File: src/rtl/fetch_stage_pkg.sv
// Shared definitions for the fetch stage: state encoding, widths and the bubble instruction.
package fetch_stage_pkg;

    localparam int ADDR_W  = 32;
    localparam int INSTR_W = 32;

    // sll $0,$0,0
    localparam logic [INSTR_W-1:0] NOP_INSTR_C = '0;
    localparam logic [ADDR_W-1:0]  PC_STEP     = 32'd4;

    typedef enum logic [1:0] {
        ST_FETCH = 2'd0,
        ST_HOLD  = 2'd1,
        ST_DRAIN = 2'd2
    } fetch_state_e;

    function automatic logic [ADDR_W-1:0] next_pc(input logic [ADDR_W-1:0] pc);
        return pc + PC_STEP;
    endfunction

endpackage

File: src/rtl/if_id_reg.sv
// Enable/flush pipeline register carrying {PC+4, instruction, valid}.
// Flush wins over enable and leaves PC+4 untouched, since a bubble's PC is meaningless.
module if_id_reg
    import fetch_stage_pkg::*;
#(
    parameter logic [INSTR_W-1:0] NOP_INSTR = NOP_INSTR_C
) (
    input  logic               clk,
    input  logic               rst_n,
    input  logic               en_i,
    input  logic               flush_i,
    input  logic [ADDR_W-1:0]  pc4_i,
    input  logic [INSTR_W-1:0] instr_i,
    input  logic               valid_i,
    output logic [ADDR_W-1:0]  pc4_o,
    output logic [INSTR_W-1:0] instr_o,
    output logic               valid_o
);

    logic [ADDR_W-1:0]  pc4_q;
    logic [INSTR_W-1:0] instr_q;
    logic               valid_q;

    always_ff @(posedge clk or negedge rst_n) begin
        if (!rst_n) begin
            pc4_q   <= '0;
            instr_q <= NOP_INSTR;
            valid_q <= 1'b0;
        end else if (flush_i) begin
            instr_q <= NOP_INSTR;
            valid_q <= 1'b0;
        end else if (en_i) begin
            pc4_q   <= pc4_i;
            instr_q <= instr_i;
            valid_q <= valid_i;
        end
    end

    assign pc4_o   = pc4_q;
    assign instr_o = instr_q;
    assign valid_o = valid_q;

endmodule

File: src/rtl/fetch_stage.sv
// MIPS instruction-fetch stage: owns the PC, runs the imem req/ready handshake
// and feeds the IF/ID register, honouring hazard stalls and ID redirects.
module fetch_stage
    import fetch_stage_pkg::*;
#(
    parameter logic [ADDR_W-1:0]  RESET_PC  = 32'h0000_0000,
    parameter logic [INSTR_W-1:0] NOP_INSTR = NOP_INSTR_C
) (
    input  logic               clk,
    input  logic               rst_n,
    input  logic               PC_Write,
    input  logic               IF_ID_Write,
    input  logic               Redirect,
    input  logic [ADDR_W-1:0]  Redirect_PC,
    output logic               Imem_Req,
    output logic [ADDR_W-1:0]  Imem_Addr,
    input  logic [INSTR_W-1:0] Imem_Rdata,
    input  logic               Imem_Ready,
    output logic [ADDR_W-1:0]  IF_ID_PC4,
    output logic [INSTR_W-1:0] IF_ID_Instr,
    output logic               IF_ID_Valid,
    output logic               Fetch_Stall
);

    fetch_state_e       state_q, state_d;
    logic [ADDR_W-1:0]  pc_q, pc_d;
    logic [ADDR_W-1:0]  old_addr_q, old_addr_d;
    logic [INSTR_W-1:0] buf_q, buf_d;

    logic               stall;
    logic               ld_en;
    logic               ld_flush;
    logic [INSTR_W-1:0] ld_instr;
    logic               stall_bubble;

    assign stall = !PC_Write || !IF_ID_Write;

    always_ff @(posedge clk or negedge rst_n) begin
        if (!rst_n) begin
            state_q    <= ST_FETCH;
            pc_q       <= RESET_PC;
            old_addr_q <= '0;
            buf_q      <= '0;
        end else begin
            state_q    <= state_d;
            pc_q       <= pc_d;
            old_addr_q <= old_addr_d;
            buf_q      <= buf_d;
        end
    end

    always_comb begin
        state_d      = state_q;
        pc_d         = pc_q;
        old_addr_d   = old_addr_q;
        buf_d        = buf_q;
        ld_en        = 1'b0;
        ld_flush     = 1'b0;
        ld_instr     = Imem_Rdata;
        stall_bubble = 1'b0;
        case (state_q)
            ST_FETCH: begin
                if (Redirect) begin
                    pc_d     = Redirect_PC;
                    ld_flush = 1'b1;
                    // An outstanding request cannot be cancelled, so wait it out
                    if (!Imem_Ready) begin
                        old_addr_d = pc_q;
                        state_d    = ST_DRAIN;
                    end
                end else if (Imem_Ready) begin
                    if (stall) begin
                        buf_d   = Imem_Rdata;
                        state_d = ST_HOLD;
                    end else begin
                        ld_en = 1'b1;
                        pc_d  = next_pc(pc_q);
                    end
                end else if (!stall) begin
                    ld_flush     = 1'b1;
                    stall_bubble = 1'b1;
                end
            end
            ST_HOLD: begin
                if (Redirect) begin
                    pc_d     = Redirect_PC;
                    ld_flush = 1'b1;
                    state_d  = ST_FETCH;
                end else if (!stall) begin
                    ld_en    = 1'b1;
                    ld_instr = buf_q;
                    pc_d     = next_pc(pc_q);
                    state_d  = ST_FETCH;
                end
            end
            ST_DRAIN: begin
                if (Imem_Ready) begin
                    state_d = ST_FETCH;
                end
                if (Redirect) begin
                    pc_d     = Redirect_PC;
                    ld_flush = 1'b1;
                end else if (!stall) begin
                    ld_flush     = 1'b1;
                    stall_bubble = 1'b1;
                end
            end
            default: state_d = ST_FETCH;
        endcase
    end

    assign Imem_Req    = rst_n && (state_q != ST_HOLD);
    assign Imem_Addr   = (state_q == ST_DRAIN) ? old_addr_q : pc_q;
    assign Fetch_Stall = rst_n && stall_bubble;

    if_id_reg #(
        .NOP_INSTR (NOP_INSTR)
    ) u_if_id (
        .clk     (clk),
        .rst_n   (rst_n),
        .en_i    (ld_en),
        .flush_i (ld_flush),
        .pc4_i   (next_pc(pc_q)),
        .instr_i (ld_instr),
        .valid_i (1'b1),
        .pc4_o   (IF_ID_PC4),
        .instr_o (IF_ID_Instr),
        .valid_o (IF_ID_Valid)
    );

endmodule

File: config.mk
export PLATFORM = sky130hd
export DESIGN_NAME = fetch_stage
export DESIGN_NICKNAME = d
export VERILOG_FILES = /design/src/rtl/fetch_stage_pkg.sv /design/src/rtl/if_id_reg.sv /design/src/rtl/fetch_stage.sv
export SDC_FILE = /design/constraint.sdc
export NUM_CORES = 1
export LEC_CHECK = 0
export CORE_MARGIN = 2
export CORE_UTILIZATION = 46
export DETAILED_ROUTE_END_ITERATION = 12
export PLACE_DENSITY = 0.8
export RECOVER_POWER = 25
export SETUP_SLACK_MARGIN = 0.15
export SYNTH_ARGS = -nofsm -noshare
export SYNTH_HDL_FRONTEND = slang
export SYNTH_SLANG_ARGS = --single-unit
File: constraint.sdc
create_clock -name clk -period 1.7 [get_ports clk]
set_clock_uncertainty 0.15 [all_clocks]
set_input_delay 0.17 -clock clk [delete_from_list [all_inputs] [get_ports clk]]
set_output_delay 0.17 -clock clk [all_outputs]
set_load 0.02 [all_outputs]
==> results.py <==
metrics = {
    "status": {
        "status": "finished, violations left",
        "violations": "negative setup slack",
    },
    "floorplanning": {
        "start_util": 0.4733,
        "die_x_um": 134.9,
        "die_area_um2": 18190,
        "fp.coreArea_um2": 16640,
        "die_height_um": 134.9,
        "rows": 47,
        "ios": 169,
    },
    "sta": {
        "drv_slew": 0,
        "setup_tns_ps": -45220,
        "rsz0062_at_grt": "yes",
        "period_minus_slack_ps": 2131,
        "setup_ws_ps": -431.4,
        "finalCritPeriodShare": 1.254,
        "setup_viol": 192,
        "worstMarginPinSlew_ps": 579.6,
        "fmax_mhz": 469.2,
        "hold_viol": 0,
        "relSlewSlack": 0.6123,
    },
    "clock_network": {
        "cts.clk_slew.worst_paths_ps": 70,
        "cts_sinks": 163,
        "clock_path_buffers": 2,
        "cts_tree": "built",
        "cts_root_buffer": "clkbuf_16",
        "cts_buffers": 17,
        "h-tree-depth": 4,
        "clk-insertion-delay-late_ps": 430,
    },
    "job": {
        "drv_cap": 0,
    },
    "power": {
        "power_frac_seq": 0.366,
        "cellPowerDensity_nw_per_um2": 1135,
        "power.leakage_uw": 0.006149,
        "clkPwrFrac": 0.278,
        "p_int_uw": 9874,
        "p_sw_frac": 0.3306,
        "combPwrFrac": 0.356,
        "power_uw": 14750,
        "switchingPower_uw": 4878,
        "ir_worst_vdd_mv": 0.8399,
    },
    "global_route": {
        "grt-busiest-layer": "met2",
        "grt_overflow": 0,
        "met1_usage": 0.3954,
        "use_met3": 0.04279,
        "grt.total_usage": 0.2906,
        "grt_pass1_vias": 7136,
        "antenna_found_initial": 0,
        "grt_use_met2": 0.4639,
        "grt_pass1_wl_um": 39840,
        "grt_max_degree": 159,
    },
    "critical_path": {
        "crit_type": "flop to output pin",
        "worstPathArrival_ps": 1810,
        "reg2reg_from": "state_q[0]$_DFFE_PN0P_",
        "reg2reg_to": "u_if_id.pc4_o[12]$_DFFE_PN0P_",
        "crit_path_end": "Imem_Addr[21]",
        "endpoint_kind": "output pin",
        "critPathLaunchType": "flop",
        "crit_fanout": 7,
        "required_ps": 1380,
        "reg2reg_depth": 11,
        "startpoint": "state_q[0]$_DFFE_PN0P_",
        "r2r_setup_slack_ps": -350,
    },
    "placed_design": {
        "dp_cells": 1151,
        "gp_congestion": 0.8022,
        "dp_slack_ps": -423.6,
        "io_buffers": 168,
        "hpwlAfterDp_um": 14320,
    },
    "yosys": {
        "synth-edff-count": 0,
        "synth_fa_ha_area_frac": 0.001588,
        "synth.area.mux_share": 0.1790,
        "synth_compound_area_frac": 0.1113,
        "syn_nets": 785,
        "synth_top_family_by_area": "multiplexers",
        "yosys_warnings": 0,
        "async_reset_ff_frac": 1.000,
        "ys_ff_latch": 163,
        "synth_cell_types": 53,
        "synth_xor_area_frac": 0.02891,
        "yosys-top-cells-area": "dfrtp_1 (52%), mux2_2 (13%), nand2_1 (4.6%), o21ai_0 (4.5%), mux2i_1 (4.3%)",
        "ys.flop_type": "dfrtp_1",
        "yosys.area_share.simple": 0.1218,
        "avgSynthCellArea_um2": 11.03,
        "synthCells": 714,
        "yosysTopAreaCellShare": 0.5178,
        "syn_area_um2": 7878,
        "synth_area_leader_cell": "dfrtp_1",
        "seq_area_frac_synth": 0.5178,
    },
    "routing": {
        "drc": 0,
        "viasPerCell": 5.770,
        "wl_per_cell_um": 22.13,
        "routed_wl_um": 27750,
        "firstDrtPassIters": 5,
        "drtIter0Drc": 688,
        "antenna_left": 0,
        "num_vias": 7235,
    },
    "layout": {
        "nets": 1092,
        "area_growth_pct": 65.01,
        "diodes": 0,
        "final_util": 0.7811,
        "drive_gt1_frac": 0.4062,
        "layout_common_cells": "dfrtp_1 (157), buf_4 (92), nand2_1 (89)",
        "final_common_cell": "dfrtp_1",
        "fin_cells": 1254,
    },
    "min_path": {
        "hp-class": "input port to flop",
    },
}
## state kept, by name, summed over array words and instances, names as in the netlist
signal,cells
u_if_id.valid_o,1
old_addr_q,32
buf_q,32
u_if_id.instr_o,32
state_q,2
pc_q,32
u_if_id.pc4_o,32
## power by group through the flow
| stage | Sequential, uW | Clock (uW) | Combinational (uW) |
|---|---|---|---|
| 2_1_floorplan | 5610 | 0 | 2340 |
| 3_3_place_gp | 5340 | 0 | 4440 |
| 3_5_place_dp | 5390 | 0 | 4540 |
| 4_1_cts | 5330 | 4130 | 4910 |
| 5_1_grt | 5490 | 4290 | 5520 |
| 6_report | 5410 | 4100 | 5250 |
## metrics by stage
step                instance area [um2]  hold slack, ps
floorplan                          8367          -275.6
global route                      13000           209.7
CTS                               12590           57.13
global placement                  10870          -169.8
detailed placement                10870          -171.8
finish                            13000           179.2
## critical path, stage by stage, from the launching register on
cell	delay (ps)
dfrtp_1	410
nor2b_4	170
buf_6	130
buf_12	100
buf_16	120
mux2_4	310
buf_6	130
## logic make-up after synthesis
family                   Yosys count
AO/OA/AOI/OAI                    146
buffers and inverters             60
adder cells (fa/ha/maj)            1
AND/OR/NAND/NOR                  189
flip-flops                       163
XOR/XNOR                          26
multiplexers                     129
## cell usage after synthesis (all sizes together) (3+ instances only)
cell type,instances
nor2,17
a221o,3
buf,34
xnor2,8
nor3,12
clkbuf,19
a21oi,22
nand3,32
a2bb2oi,8
o21ai,75
nand4,8
mux2i,34
and3,4
and2,5
or3,3
a22oi,11
mux2,95
inv,7
nor4,5
nand2,97
xor2,18
o22ai,10
dfrtp,163
o311ai,7
## layer usage
| layer | vias up | routed length (um) |
|---|---|---|
| met5 | - | 0 |
| met4 | 0 | 1100 |
| met3 | 95 | 1767 |
| met2 | 336 | 13440 |
| met1 | 3604 | 11440 |
| li1 | 3200 | - |
## cell type report
cell class              count  area [um2]
fillers                   945        3643
flip-flops and latches    163        4086
clock buffers              17       425.4
repair buffers            336        3712
well taps                 220       275.3
clock inverters            15       192.7
inverters                   7       26.28
multi-input cells         496        4280
## how the worst min path moves through the flow
stage / start / endpoint / slack [ps] / cells after the start
2_1_floorplan: rst_n / buf_q[0]$_DFFE_PN0P_ / -280 / 0
4_1_cts: rst_n / buf_q[4]$_DFFE_PN0P_ / 60 / 2
3_5_place_dp: rst_n / u_if_id.valid_o$_DFFE_PN0P_ / -170 / 1
6_report: Redirect_PC[3] / pc_q[3]$_DFFE_PN0P_ / 180 / 3
5_1_grt: Redirect_PC[1] / pc_q[1]$_DFFE_PN0P_ / 210 / 2
3_3_place_gp: rst_n / u_if_id.valid_o$_DFFE_PN0P_ / -170 / 1
## repair_timing
item / 4_1_cts / 5_1_grt
setup buffers: 30 / 15
resized for setup: 376 / 66
hold endpoints to repair: 163 / 0
cloned: 22 / 3
setup endpoints to repair: 257 / 353
hold buffers: 1 / 0
pin swaps: 21 / 14
(Power assumes the default switching activity.)
